<file path="config.mk">
export PLATFORM = sky130hd
export DESIGN_NAME = mult_hazard_ctrl
export DESIGN_NICKNAME = d
export VERILOG_FILES = /design/src/rtl/mult_hazard_ctrl.sv
export SDC_FILE = /design/constraint.sdc
export NUM_CORES = 1
export LEC_CHECK = 0
export CAP_MARGIN = 5
export CORE_MARGIN = 5
export CORE_UTILIZATION = 51
export DETAILED_ROUTE_END_ITERATION = 12
export GPL_ROUTABILITY_DRIVEN = 0
export PLACE_DENSITY = 0.72
export SYNTH_ARGS = -nofsm -noshare
export SYNTH_HDL_FRONTEND = slang
export SYNTH_SLANG_ARGS = --single-unit
</file>
<file path="constraint.sdc">
create_clock -name Clk -period 10.55 [get_ports Clk]
set_input_delay 1.055 -clock Clk [delete_from_list [all_inputs] [get_ports Clk]]
set_output_delay 1.055 -clock Clk [all_outputs]
set_load 0.05 [all_outputs]
</file>
<file path="src/rtl/mult_hazard_ctrl.sv">
// mult_hazard_ctrl: iterative HI/LO shift-add multiplier sequencer with E-stage hazard stall/flush.
// Optional MULT_EARLY_TERM_EN ends RUN once the remaining multiplier bits are all zero.
module mult_hazard_ctrl #(
  parameter int BITS_PER_CYCLE = 1
) (
  input  logic        Clk,
  input  logic        Rst_n,
  input  logic        StartMultE,
  input  logic        MultSignE,
  input  logic [1:0]  OutSelectE,
  input  logic [31:0] SrcAE,
  input  logic [31:0] SrcBE,
  output logic        StallFD,
  output logic        FlushM,
  output logic        MultBusy,
  output logic [31:0] HiLoOutE,
  output logic [31:0] HiOut,
  output logic [31:0] LoOut
);
  localparam int N = 32 / BITS_PER_CYCLE;

  typedef enum logic {IDLE, RUN} state_t;
  state_t state, state_nx;

  logic [63:0] mcand, acc, pp, acc_nx, res;
  logic [31:0] mplier, mplier_nx, mag_a, mag_b, hi, lo;
  logic [5:0]  cnt;
  logic        neg, last, done, hilo_rd;

  assign mag_a = (MultSignE && SrcAE[31]) ? -SrcAE : SrcAE;
  assign mag_b = (MultSignE && SrcBE[31]) ? -SrcBE : SrcBE;

  // Partial product for the next BITS_PER_CYCLE multiplier bits; mcand is pre-shifted.
  always_comb begin
    pp = '0;
    for (int i = 0; i < BITS_PER_CYCLE; i++)
      pp = pp + (mplier[i] ? (mcand << i) : 64'd0);
  end

  assign acc_nx    = acc + pp;
  assign mplier_nx = mplier >> BITS_PER_CYCLE;
  assign last      = cnt == 6'(N - 1);
  assign res       = neg ? -acc_nx : acc_nx;

`ifdef MULT_EARLY_TERM_EN
  assign done = last || (mplier_nx == '0);
`else
  assign done = last;
`endif

  always_ff @(posedge Clk or negedge Rst_n)
    if (!Rst_n) state <= IDLE;
    else        state <= state_nx;

  always_comb begin
    state_nx = state;
    state_nx = (state == IDLE) ? (StartMultE ? RUN : IDLE) : (done ? IDLE : RUN);
  end

  always_ff @(posedge Clk or negedge Rst_n)
    if (!Rst_n) begin
      mcand  <= '0;
      mplier <= '0;
      acc    <= '0;
      neg    <= 1'b0;
      cnt    <= '0;
      hi     <= '0;
      lo     <= '0;
    end else if (state == IDLE && StartMultE) begin
      mcand  <= {32'd0, mag_a};
      mplier <= mag_b;
      neg    <= MultSignE && (SrcAE[31] ^ SrcBE[31]);
      acc    <= '0;
      cnt    <= '0;
    end else if (state == RUN) begin
      acc    <= acc_nx;
      mcand  <= mcand << BITS_PER_CYCLE;
      mplier <= mplier_nx;
      cnt    <= cnt + 6'd1;
      if (done) {hi, lo} <= res;
    end

  // The stall holds HI/LO readers in E until the writeback, so no forwarding is needed.
  assign hilo_rd  = (OutSelectE == 2'b01) || (OutSelectE == 2'b10);
  assign MultBusy = state == RUN;
  assign StallFD  = MultBusy && (StartMultE || hilo_rd);
  assign FlushM   = StallFD;
  assign HiLoOutE = (OutSelectE == 2'b01) ? hi : (OutSelectE == 2'b10) ? lo : 32'd0;
  assign HiOut    = hi;
  assign LoOut    = lo;
endmodule

</file>
==> results.md <==
* Pint at 2.83 mW
* Arr. time, crit path at 5730 ps
* CTS Root Cell: clkbuf_16
* Post-layout nets at 2372
* Cells along the critical path: buf_4 > and2_1 > ha_1 > inv_1 > fa_1 > nor2b_4 > o31a_4 > o21ai_4 > o211ai_1 > xor2_1 > a221o_1 > or4b_4 > or4_4 > nor3_2 > a41oi_1 > xnor2_1 > o21ai_0
* Netlist Area Pre-Place at 17200 sq um
* Register share of total power at 0.296
* Remaining Overflow, GRT at 0
* Psw at 2.50 mW
* Vias in the first global route at 15300
* Clk slew on worst S/H paths at 60 ps
* Peak supply drop at 0.000209 V
* Post-synth cell types at 91
* Worst EP required at 10970 ps
* Global-route wire length before repair at 81.9 mm
* Compound-gate portion of the synthesized area at 0.266
* Worst setup path start: mplier[0]
* Fillers at 2992
* Inserted Clock Buffers at 26
* Async SR Flop Fraction at 1.00
* FP Rows at 67
* Most common cell after layout, fill and taps aside: nand2_1
* Sum of negative setup slack at 0 ps
* Post-route ant nets at 0
* Finished Core Util at 0.598
* Clk buf depth at 3
* Die Ht at 194 microns
* Cells after synthesis at 2151
* Most common flop cell mapped by yosys: dfrtp_1
* Critical Path Sink Type: flip-flop
* Avg Cell Area, Syn at 8.01 sq um
* Startpoint Class: flip-flop
* CP Class: flip-flop to flip-flop
* Tmin final at 5310 ps
* Drt drc at 0
* Maxcap violations at 0
* Die width at 194 microns
* Total power at 5.33 mW
* R2R Path Start: mplier[0]
* Initial antenna violation count at 0
* Clock power share at 0.178
* Hold Buf Count CTS at 0
* Fin Hold WS at 482 ps
* Core area at 33400 sq um
* Mux contribution to synthesized area at 0.00959
* Leak at 8.34 nW
* Htree depth at 1
* Worst-Skew Late Latency at 550 ps
* Largest net degree at the start of global routing at 127
* RSZ-0062 raised after global routing: no
* Pins Over Slew Limit at 0
* I/O pins at 169
* Seq/Total Area, Yosys at 0.337
* Outcome: completed
* Final setup vio count at 0
* CTS tree: yes
* Post-synth EDFFs at 0
* Antenna Cells at 0
* Die area at 37500 sq um
* DR WL/cell at 18.8 microns
* Min-delay worst type: flip-flop to flip-flop
* CP max-delay cell: or4_4
* FMAX at 0.188 GHz
* Crit path buf inv count at 2
* Post-DP HPWL at 38.7 mm
* Most frequent cells in the layout: nand2_1, o21ai_0, dfrtp_1
* Via-to-Cell Ratio at 6.14
* Area share of fa/ha/maj cells after synthesis at 0.0513
* # Post-CTS Setup Buffers at 0
* PwrDens at 266 nW/um^2
* Post-cts resize count at 0
* Sw Share at 0.469
* Skew final at 28.5 ps
* First-pass detailed-route iteration total at 6
* Least-Margin Pin Slew at 1100 ps
* Layout area overhead at 16.0%
* DR iter-0 viols at 1479
* Critical path's largest stage delay at 550 ps
* Simple-gate share of the synthesized area at 0.223
* Tot GR Track Use at 0.258
* Main combinational cell family by area after synthesis: compound AO/OA/AOI/OAI gates
* Fraction of layout cells with a size suffix above 1 at 0.0453
* Via count at 16600
* Hold Startpoint: mplier[4]
* Crit share post-route at 0.503
* Post-Syn Nets at 2291
* Relative slew slack at 0.265
* Number of warnings issued by yosys at 0
* Initial Util at 0.515
* XOR/XNOR Fraction of Synth Area at 0.0753
* IO Port Bufs at 168
* Logic gate share of total power at 0.525
* #FFs+latches synth at 232
* Top delay family on crit path: simple AND/OR/NAND/NOR gates
* Max Fanout on Critical Path at 65
* Hold Vio Cnt, Final at 0
* Post-Route WL at 50.7 mm
* CTS sink cnt at 232
synthesized netlist by cell type (4+ instances only):
cell | n | area share
a2111oi_0 | 4 | 0.0020
a211o_1 | 6 | 0.0031
a211oi_1 | 13 | 0.0057
a21o_1 | 23 | 0.010
a21oi_1 | 144 | 0.042
a21oi_2 | 5 | 0.0025
a22o_1 | 86 | 0.044
a31oi_1 | 13 | 0.0047
and2_1 | 86 | 0.031
and3_1 | 10 | 0.0036
and4_1 | 5 | 0.0025
buf_1 | 7 | 0.0015
buf_2 | 18 | 0.0052
clkbuf_1 | 105 | 0.023
dfrtp_1 | 232 | 0.34
ha_1 | 69 | 0.050
inv_1 | 32 | 0.0070
mux2_2 | 4 | 0.0026
mux2i_1 | 12 | 0.0070
nand2_1 | 340 | 0.074
nand2b_1 | 13 | 0.0047
nand3_1 | 35 | 0.010
nand4_1 | 39 | 0.014
nor2_1 | 137 | 0.030
nor3_1 | 43 | 0.012
nor3b_1 | 4 | 0.0017
nor4_1 | 13 | 0.0047
o2111ai_1 | 6 | 0.0031
o211a_1 | 6 | 0.0035
o211ai_1 | 17 | 0.0074
o21a_1 | 17 | 0.0074
o21ai_0 | 268 | 0.078
o21ai_1 | 19 | 0.0055
o21bai_1 | 10 | 0.0044
o22ai_1 | 4 | 0.0015
o31ai_1 | 25 | 0.011
o41ai_1 | 7 | 0.0036
or2_2 | 4 | 0.0015
or3_1 | 32 | 0.012
or4_1 | 12 | 0.0052
xnor2_1 | 68 | 0.035
xor2_1 | 80 | 0.041
through the flow:
stage               std cells  instance area (sq um)  setup slack (ps)
global route             2698                  20000              4780
floorplan                2151                  17200              5900
finish                   2698                  20000              5240
CTS                      2698                  20000              5280
global placement         2652                  19100              5430
detailed placement       2652                  19100              5310
registers in the layout (all words and copies together), names as in the netlist:
register  flops
acc          64
mcand        64
HiOut        32
LoOut        32
mplier       32
cnt           6
MultBusy      1
neg           1
worst paths after layout:
kind	end	slack [ps]	cells past startpoint
worst min register to register	mplier[3]	480	2
worst max register to register	HiOut[26]	5240	17
worst min-delay path	mplier[3]	480	2
worst max-delay path	HiOut[26]	5240	17
min in group asynchronous	LoOut[2]	520	1
max in group asynchronous	acc[20]	7860	3
layout make-up:
class | instances | area (sq um) | share of cell area
Clock buffer | 35 | 724 | 0.0362
Sequential cell | 232 | 5810 | 0.291
Multi-Input combinational cell | 1754 | 10800 | 0.539
Inverter | 33 | 124 | 0.00620
Clock inverter | 11 | 179 | 0.00895
Timing Repair Buffer | 185 | 1810 | 0.0905
Tap cell | 448 | 561 | 0.0280
per-layer routing:
| metal | global-route usage | wire length [microns] | vias up |
|---|---|---|---|
| li1 | - | - | 7943 |
| met3 | 0.0459 | 4690 | 93 |
| met1 | 0.388 | 23200 | 7820 |
| met5 | 0 | 0 | - |
| met4 | 0.0700 | 1500 | 0 |
| met2 | 0.385 | 21300 | 716 |
power groups by stage:
stage	Combinational, mW	Clock, mW	Sequential (mW)
2_1_floorplan	1.68	0	1.78
5_1_grt	3.03	1.01	1.61
3_5_place_dp	2.76	0	1.57
4_1_cts	2.76	0.967	1.57
3_3_place_gp	2.69	0	1.57
6_report	2.80	0.950	1.58
cell families (layout without fill, tap and decap cells):
group,Yosys count,count (layout)
simple gates,802,802
compound gates,718,718
flops,232,232
buf+inv,165,264
xor+xnor,148,148
fa+ha+maj,70,70
mux,16,16
worst min-delay path, delay by kind of cell (launching register included):
family          cells  cell delay [ps]
compound gates      1               60
flops               1              340
simple gates        1               50
Power figures use the tool's default switching activity.
